==> config.mk <==
export PLATFORM = sky130hd
export DESIGN_NAME = axis_uart_tx_arbiter_flat
export DESIGN_NICKNAME = d
export VERILOG_FILES = /design/src/rtl/axis_uart_tx_arbiter_pkg.sv /design/src/rtl/axis_uart_tx_arbiter_if.sv /design/src/rtl/axis_uart_tx_arbiter_rr_arbiter.sv /design/src/rtl/axis_uart_tx_arbiter.sv /design/src/flat_wrapper.sv
export SDC_FILE = /design/constraint.sdc
export NUM_CORES = 1
export LEC_CHECK = 0
export CAP_MARGIN = 40
export CORE_MARGIN = 2
export CORE_UTILIZATION = 28
export CTS_CLUSTER_DIAMETER = 200
export DETAILED_ROUTE_END_ITERATION = 8
export GPL_ROUTABILITY_DRIVEN = 0
export PLACE_DENSITY = 0.92
export SETUP_SLACK_MARGIN = 0.4
export SYNTH_ARGS = -nofsm -noshare
export SYNTH_HDL_FRONTEND = slang
export SYNTH_SLANG_ARGS = --single-unit
export TNS_END_PERCENT = 50
==> constraint.sdc <==
create_clock -name aclk -period 2.3 [get_ports aclk]
set_input_delay 0.46 -clock aclk [delete_from_list [all_inputs] [get_ports aclk]]
set_output_delay 0.46 -clock aclk [all_outputs]
set_load 0.05 [all_outputs]
==> src/rtl/axis_uart_tx_arbiter_pkg.sv <==
// -----------------------------------------------------------------------------
// axis_uart_tx_arbiter_pkg
// Shared UART package: transceiver defaults plus the arbiter FSM state type.
// No ports. Imported by the arbiter top and by its testbench.
// -----------------------------------------------------------------------------
package axis_uart_tx_arbiter_pkg;

   // Transceiver defaults used by the UART transmitter behind the arbiter.
   localparam int unsigned UART_DATA_BITS        = 8;
   localparam int unsigned UART_STOP_BITS        = 1;
   localparam int unsigned UART_BAUD_DIV_DEFAULT = 868;

   // Arbiter packet FSM.
   //   ST_IDLE   : no packet in flight, one-cycle round-robin arbitration
   //   ST_HEADER : emitting the source-index header beat
   //   ST_DATA   : forwarding the granted port until its tlast beat
   typedef enum logic [1:0] {
      ST_IDLE   = 2'd0,
      ST_HEADER = 2'd1,
      ST_DATA   = 2'd2
   } arb_state_t;

endpackage

==> src/rtl/axis_uart_tx_arbiter_if.sv <==
// -----------------------------------------------------------------------------
// axis_uart_tx_arbiter_if
// AXI-stream bundle with LANES parallel lanes of DATA_W bits each. The
// requester side of the arbiter uses LANES=NUM_PORTS, the transmitter side
// uses LANES=1.
//
// Handshake: a beat transfers on a rising edge where tvalid and tready are
// both high for that lane. Once tvalid is raised the source holds tdata and
// tlast unchanged and keeps tvalid high until the beat transfers; tready may
// change freely and never depends combinationally on a later tvalid.
//
// Signals:
//   tdata  [LANES*DATA_W] lane i at [i*DATA_W +: DATA_W]
//   tvalid [LANES]        source has a beat
//   tlast  [LANES]        beat is the last of its packet
//   tready [LANES]        sink accepts the beat
// Modports: master (drives data), slave (drives tready).
// -----------------------------------------------------------------------------
interface axis_uart_tx_arbiter_if #(
   parameter int LANES  = 1,
   parameter int DATA_W = 32
);
   logic [LANES*DATA_W-1:0] tdata;
   logic [LANES-1:0]        tvalid;
   logic [LANES-1:0]        tlast;
   logic [LANES-1:0]        tready;

   modport master (output tdata, output tvalid, output tlast, input tready);
   modport slave  (input tdata, input tvalid, input tlast, output tready);
endinterface

==> src/rtl/axis_uart_tx_arbiter_rr_arbiter.sv <==
// -----------------------------------------------------------------------------
// rr_arbiter
// Combinational round-robin selector. Searches req upward from pointer with
// wrap-around and reports the first set index.
// Ports:
//   req     [NUM_PORTS]          request bits
//   pointer [$clog2(NUM_PORTS)]  index with highest priority
//   grant   [$clog2(NUM_PORTS)]  selected index (0 when valid=0)
//   valid                        at least one request is set
// -----------------------------------------------------------------------------
module rr_arbiter #(
   parameter int NUM_PORTS = 4
) (
   input  logic [NUM_PORTS-1:0]         req,
   input  logic [$clog2(NUM_PORTS)-1:0] pointer,
   output logic [$clog2(NUM_PORTS)-1:0] grant,
   output logic                         valid
);
   localparam int IW = $clog2(NUM_PORTS);

   always_comb begin
      int idx;
      grant = '0;
      valid = 1'b0;
      idx   = 0;
      for (int k = 0; k < NUM_PORTS; k++) begin
         // pointer + k folded back into 0..NUM_PORTS-1 (works for non powers of two)
         idx = int'(pointer) + k;
         if (idx >= NUM_PORTS) idx = idx - NUM_PORTS;
         if (!valid && req[IW'(idx)]) begin
            valid = 1'b1;
            grant = IW'(idx);
         end
      end
   end
endmodule

==> src/rtl/axis_uart_tx_arbiter.sv <==
// -----------------------------------------------------------------------------
// axis_uart_tx_arbiter
// Packet-level round-robin arbiter merging NUM_PORTS AXI-stream requesters
// onto one stream feeding a UART transmitter. A grant lasts a whole packet;
// with ID_HEADER=1 each packet is preceded by one beat carrying the source
// index.
// Ports:
//   aclk, aresetn  clock, asynchronous active-low reset
//   s              requester streams (slave modport, NUM_PORTS lanes)
//   m              transmitter stream (master modport, 1 lane)
//   grant_id       currently / most recently granted port
//   busy           high whenever the FSM is not idle
//   state_dbg      current FSM state
// -----------------------------------------------------------------------------
module axis_uart_tx_arbiter
   import axis_uart_tx_arbiter_pkg::*;
#(
   parameter int NUM_PORTS      = 4,
   parameter int AXI_DATA_WIDTH = 32,
   parameter int ID_HEADER      = 1
) (
   input  logic                          aclk,
   input  logic                          aresetn,
   axis_uart_tx_arbiter_if.slave         s,
   axis_uart_tx_arbiter_if.master        m,
   output logic [$clog2(NUM_PORTS)-1:0]  grant_id,
   output logic                          busy,
   output arb_state_t                    state_dbg
);
   localparam int GW = $clog2(NUM_PORTS);

   arb_state_t                state_q, state_d;
   logic [GW-1:0]             grant_q, grant_d;
   logic [GW-1:0]             ptr_q, ptr_d;
   logic [GW-1:0]             arb_grant;
   logic                      arb_valid;

   logic [AXI_DATA_WIDTH-1:0] sel_tdata;
   logic                      sel_tvalid;
   logic                      sel_tlast;

   logic [AXI_DATA_WIDTH-1:0] m_tdata_c;
   logic                      m_tvalid_c;
   logic                      m_tlast_c;
   logic [NUM_PORTS-1:0]      s_tready_c;

   rr_arbiter #(.NUM_PORTS(NUM_PORTS)) u_rr (
      .req     (s.tvalid),
      .pointer (ptr_q),
      .grant   (arb_grant),
      .valid   (arb_valid)
   );

   // Lane selected by the held grant.
   always_comb begin
      sel_tdata  = '0;
      sel_tvalid = 1'b0;
      sel_tlast  = 1'b0;
      for (int i = 0; i < NUM_PORTS; i++) begin
         if (grant_q == GW'(i)) begin
            sel_tdata  = s.tdata[i*AXI_DATA_WIDTH +: AXI_DATA_WIDTH];
            sel_tvalid = s.tvalid[i];
            sel_tlast  = s.tlast[i];
         end
      end
   end

   always_ff @(posedge aclk or negedge aresetn) begin
      if (!aresetn) begin
         state_q <= ST_IDLE;
         grant_q <= '0;
         ptr_q   <= '0;
      end else begin
         state_q <= state_d;
         grant_q <= grant_d;
         ptr_q   <= ptr_d;
      end
   end

   always_comb begin
      state_d    = state_q;
      grant_d    = grant_q;
      ptr_d      = ptr_q;
      m_tdata_c  = '0;
      m_tvalid_c = 1'b0;
      m_tlast_c  = 1'b0;
      s_tready_c = '0;
      unique case (state_q)
         ST_IDLE: begin
            // Grant cycle: nothing is transferred, the pointer moves past the winner.
            if (arb_valid) begin
               grant_d = arb_grant;
               ptr_d   = (arb_grant == GW'(NUM_PORTS - 1)) ? '0 : arb_grant + 1'b1;
               state_d = (ID_HEADER != 0) ? ST_HEADER : ST_DATA;
            end
         end
         ST_HEADER: begin
            m_tvalid_c = 1'b1;
            m_tdata_c  = AXI_DATA_WIDTH'(grant_q);
            if (m.tready[0]) state_d = ST_DATA;
         end
         ST_DATA: begin
            m_tdata_c  = sel_tdata;
            m_tvalid_c = sel_tvalid;
            m_tlast_c  = sel_tlast;
            for (int i = 0; i < NUM_PORTS; i++) begin
               s_tready_c[i] = (grant_q == GW'(i)) && m.tready[0];
            end
            if (sel_tvalid && m.tready[0] && sel_tlast) state_d = ST_IDLE;
         end
         default: state_d = ST_IDLE;
      endcase
   end

   assign m.tdata     = m_tdata_c;
   assign m.tvalid    = m_tvalid_c;
   assign m.tlast     = m_tlast_c;
   assign s.tready    = s_tready_c;
   assign grant_id    = grant_q;
   assign busy        = (state_q != ST_IDLE);
   assign state_dbg   = state_q;

endmodule

==> src/flat_wrapper.sv <==
// flat-port wrapper written by rule: the top's interface ports become plain ports
module axis_uart_tx_arbiter_flat import axis_uart_tx_arbiter_pkg::*;
#(
   parameter int NUM_PORTS      = 4,
   parameter int AXI_DATA_WIDTH = 32,
   parameter int ID_HEADER      = 1
)
  (aclk, aresetn, grant_id, busy, state_dbg, s_tdata, s_tvalid, s_tlast, s_tready, m_tdata, m_tvalid, m_tlast, m_tready);
  axis_uart_tx_arbiter_if #(.LANES((4)), .DATA_W((32))) s_i ();
  axis_uart_tx_arbiter_if #(.LANES(1), .DATA_W((32))) m_i ();
  input  logic aclk;
  input  logic aresetn;
  output logic [$clog2(NUM_PORTS)-1:0] grant_id;
  output logic busy;
  output arb_state_t state_dbg;
  input wire logic [$bits(s_i.tdata)-1:0] s_tdata;
  input wire logic [$bits(s_i.tvalid)-1:0] s_tvalid;
  input wire logic [$bits(s_i.tlast)-1:0] s_tlast;
  output wire logic [$bits(s_i.tready)-1:0] s_tready;
  output wire logic [$bits(m_i.tdata)-1:0] m_tdata;
  output wire logic [$bits(m_i.tvalid)-1:0] m_tvalid;
  output wire logic [$bits(m_i.tlast)-1:0] m_tlast;
  input wire logic [$bits(m_i.tready)-1:0] m_tready;
  assign s_i.tdata = s_tdata;
  assign s_i.tvalid = s_tvalid;
  assign s_i.tlast = s_tlast;
  assign s_tready = s_i.tready;
  assign m_tdata = m_i.tdata;
  assign m_tvalid = m_i.tvalid;
  assign m_tlast = m_i.tlast;
  assign m_i.tready = m_tready;
  axis_uart_tx_arbiter #(.NUM_PORTS(NUM_PORTS), .AXI_DATA_WIDTH(AXI_DATA_WIDTH), .ID_HEADER(ID_HEADER)) u_core (.aclk(aclk), .aresetn(aresetn), .s(s_i), .m(m_i), .grant_id(grant_id), .busy(busy), .state_dbg(state_dbg));
endmodule
==> impl_metrics.csv, run 1 <==
group,metric,value,unit
cells_and_area,multi_input_area,1490,µm²
sta,finalCriticalPeriod,2.23,ns
worst_setup_path,crit_arrival,1.77,ns
logic_synthesis,synth_cells,149,
global_route,grt_pass1_vias,2158,
logic_synthesis,synth_edf_count,0,
global_route,overflow,0,
pwr,switching_share,47.3,%
worst_setup_path,cp-end-kind,"primary output",
cells_and_area,num_antenna_cells,0,
floorplan,core-area,5510,µm²
floorplan,dieHeight,79.5,µm
worst_setup_path,r2r_slack,0.39,ns
drt,first_pass_iters,4,
placement,io_buffers,181,
cells_and_area,drive_above_1_share,43.5,%
sta,worstMarginPinSlew,0.511,ns
pwr,power_switching,1660,µW
sta,rsz0062_at_grt,"yes",
logic_synthesis,async_reset_ff_share,100,%
drt,drcViolationCount,0,
logic_synthesis,ys_seq_area_share,9.40,%
cells_and_area,nNetsFinal,483,
logic_synthesis,synth.ff_latch_count,6,
logic_synthesis,synth_cell_type_count,37,
clocking,cts.sinks,6,
worst_setup_path,required,1.84,ns
sta,fin_crit_sh,96.9,%
drt,wirelength,7.64,mm
sta,timing.fmax,0.449,GHz
clocking,hold_buffers,0,
floorplan,dieArea,6320,µm²
floorplan,initial_utilization,29.0,%
worst_setup_path,cp_max_fo,1,
clocking,htree_levels,1,
drt,avgViaCountPerCell,5.18,
logic_synthesis,syn-mean-instance-area,10.7,µm²
drt,drt-initial-drc-count,60,
floorplan,io_pins,182,
flow_run,drv_cap,0,
drt,num_vias,2124,
logic_synthesis,syn_nets,292,
pwr,seqPwrFrac,7.4,%
sta,setup_viol,0,
logic_synthesis,synth_ff_type,"dfrtp_1",
min_path,hold_class,"input port to async pin",
clocking,path_clk_slew,0.04,ns
pwr,combPwrFrac,88.1,%
drt,ant_nets,0,
cells_and_area,register_area,155,µm²
pwr,intPower,1850,µW
worst_setup_path,path_class,"input port to primary output",
drt,wl_per_cell,18.6,µm
sta,slew_headroom,65.8,%
clocking,max-clock-path-buffers,2,
cells_and_area,syn2layout_area_growth,140,%
logic_synthesis,syn_area,1600,µm²
cells_and_area,stdcell_area,3830,µm²
placement,place_area,3680,µm²
global_route,grt_max_degree,33,
pwr,p_leak,0.00158,µW
placement,hpwl,6.43,mm
global_route,grt_pass1_wl,10.8,mm
clocking,tritoncts,"built",
status,status,"completed",
floorplan,die_width,79.5,µm
sta,setup_tns,0,ns
pwr,ir_drop,796,µV
clocking,root_buffer,"clkbuf_8",
logic_synthesis,yosysWarnings,0,
cells_and_area,fillers,414,
sta,clock_skew,0.000427,ns
sta,hold_viol,0,
floorplan,num_rows,27,
pwr,power_frac_clock,4.5,%
global_route,antenna_found_initial,0,
pwr,power.density,918,nW/µm²
global_route,grt_usage,22.0,%
worst_setup_path,startpoint_type,"input port",
sta,drv_slew,0,
clocking,clkLatencyLatePin,0.22,ns
clocking,cts_buffers,3,
==> layout make-up <==
class	count	share of cell area [%]
timing repair buffer	199	52.7
multi-input combinational	122	39.0
sequential	6	4.05
tap	72	2.35
clock buffer	3	1.08
inverter	8	0.785
==> Yosys cell counts, types with 3 or more instances <==
| library cell | instances | area, µm² |
|---|---|---|
| buf_6 | 3 | 33.8 |
| nor2b_1 | 3 | 18.8 |
| dfrtp_1 | 6 | 150 |
| mux4_2 | 32 | 721 |
| nor4_1 | 3 | 18.8 |
| inv_1 | 8 | 30.0 |
| nor3_1 | 3 | 15.0 |
| o21ai_0 | 6 | 30.0 |
| nand2_1 | 9 | 33.8 |
| nor2_1 | 3 | 11.3 |
| a31oi_1 | 3 | 18.8 |
| ha_1 | 4 | 50.1 |
| and2_1 | 31 | 194 |
| buf_2 | 4 | 20.0 |
| clkbuf_1 | 4 | 15.0 |
==> metal layers <==
| metal | up-vias | GRT usage (%) | part of all wire, % |
|---|---|---|---|
| met5 | - | 0 | 0 |
| met4 | 0 | 7.93 | 3.4 |
| met1 | 1036 | 23.7 | 35 |
| met3 | 18 | 5.66 | 8.9 |
| li1 | 960 | - | - |
| met2 | 110 | 40.9 | 53 |
==> cell usage in the layout (no fill, tap or decap), types with 2 or more instances in the layout <==
| master | instances |
|---|---|
| a21oi_1 | 2 |
| a31oi_1 | 3 |
| and2_2 | 6 |
| and2_4 | 26 |
| buf_12 | 11 |
| buf_4 | 45 |
| buf_6 | 2 |
| clkbuf_8 | 3 |
| clkdlybuf4s50_1 | 132 |
| dfrtp_1 | 2 |
| dfrtp_2 | 4 |
| dlymetal6s2s_1 | 8 |
| ha_1 | 2 |
| ha_4 | 2 |
| inv_1 | 6 |
| inv_2 | 2 |
| mux4_2 | 33 |
| nand2_1 | 9 |
| nand2b_1 | 2 |
| nor2_2 | 2 |
| nor2b_1 | 3 |
| nor3_4 | 2 |
| nor4_1 | 3 |
| o21ai_0 | 5 |
==> final timing paths <==
path / from / endpoint / cells past startpoint
max in group asynchronous: aresetn / u_core.grant_id[0]$_DFFE_PN0P_ / 1
min in group aclk: u_core.state_dbg[0]$_DFFE_PN0P_ / u_core.state_dbg[0]$_DFFE_PN0P_ / 1
setup reg to reg: u_core.grant_id[0]$_DFFE_PN0P_ / u_core.state_dbg[0]$_DFFE_PN0P_ / 7
hold reg to reg: u_core.state_dbg[0]$_DFFE_PN0P_ / u_core.state_dbg[0]$_DFFE_PN0P_ / 1
setup / recovery: s_tdata[1] / m_tdata[1] / 4
hold / removal: aresetn / async pin / 1
==> repair_timing <==
action	in CTS	in global routing
pin swaps	0	3
setup endpoints to repair	39	43
gates resized for setup	2	16
endpoints found under the hold margin	0	0
buffers inserted	4	2
gates cloned	0	0
==> critical path, stage by stage <==
cell             delay [ns]
clkdlybuf4s50_1        0.43
mux4_2                 0.46
a32o_1                 0.26
buf_6                  0.16
==> kinds of logic after synthesis <==
group	share of synthesized area [%]
AND/OR/NAND/NOR	20.9
multiplexers	49.7
AO/OA/AOI/OAI	9.17
buffers and inverters	7.13
flip-flops	9.40
adder cells (fa/ha/maj)	3.13
XOR/XNOR	0.549
==> metrics by stage <==
stage	hold slack, ns	utilization, %	cells	power [µW]	worst slack (ns)
after floorplan	0.164	-	149	2320	0.167
after global placement	0.565	66.8	401	3180	0.0544
after detailed placement	0.564	66.8	401	3230	0.0454
after CTS	0.484	68.3	408	3470	0.0633
after global routing	0.493	69.5	410	3720	0.00996
final	0.480	69.5	410	3510	0.0721
==> power by group through the flow <==
stage / clock, µW / combinational, µW / sequential (µW)
floorplan: 0 / 1990 / 333
global placement: 0 / 2910 / 270
detailed placement: 0 / 2960 / 270
CTS: 158 / 3050 / 261
global route: 165 / 3280 / 271
finish: 157 / 3100 / 261
No activity file was read; power rests on OpenSTA's default activity.
==> inputs of run 2 (changes only) <==
CAP_MARGIN = 20   (was 40)
==> results of run 2 <==
The final DEF is identical to that of run 1; final timing and power are the same.
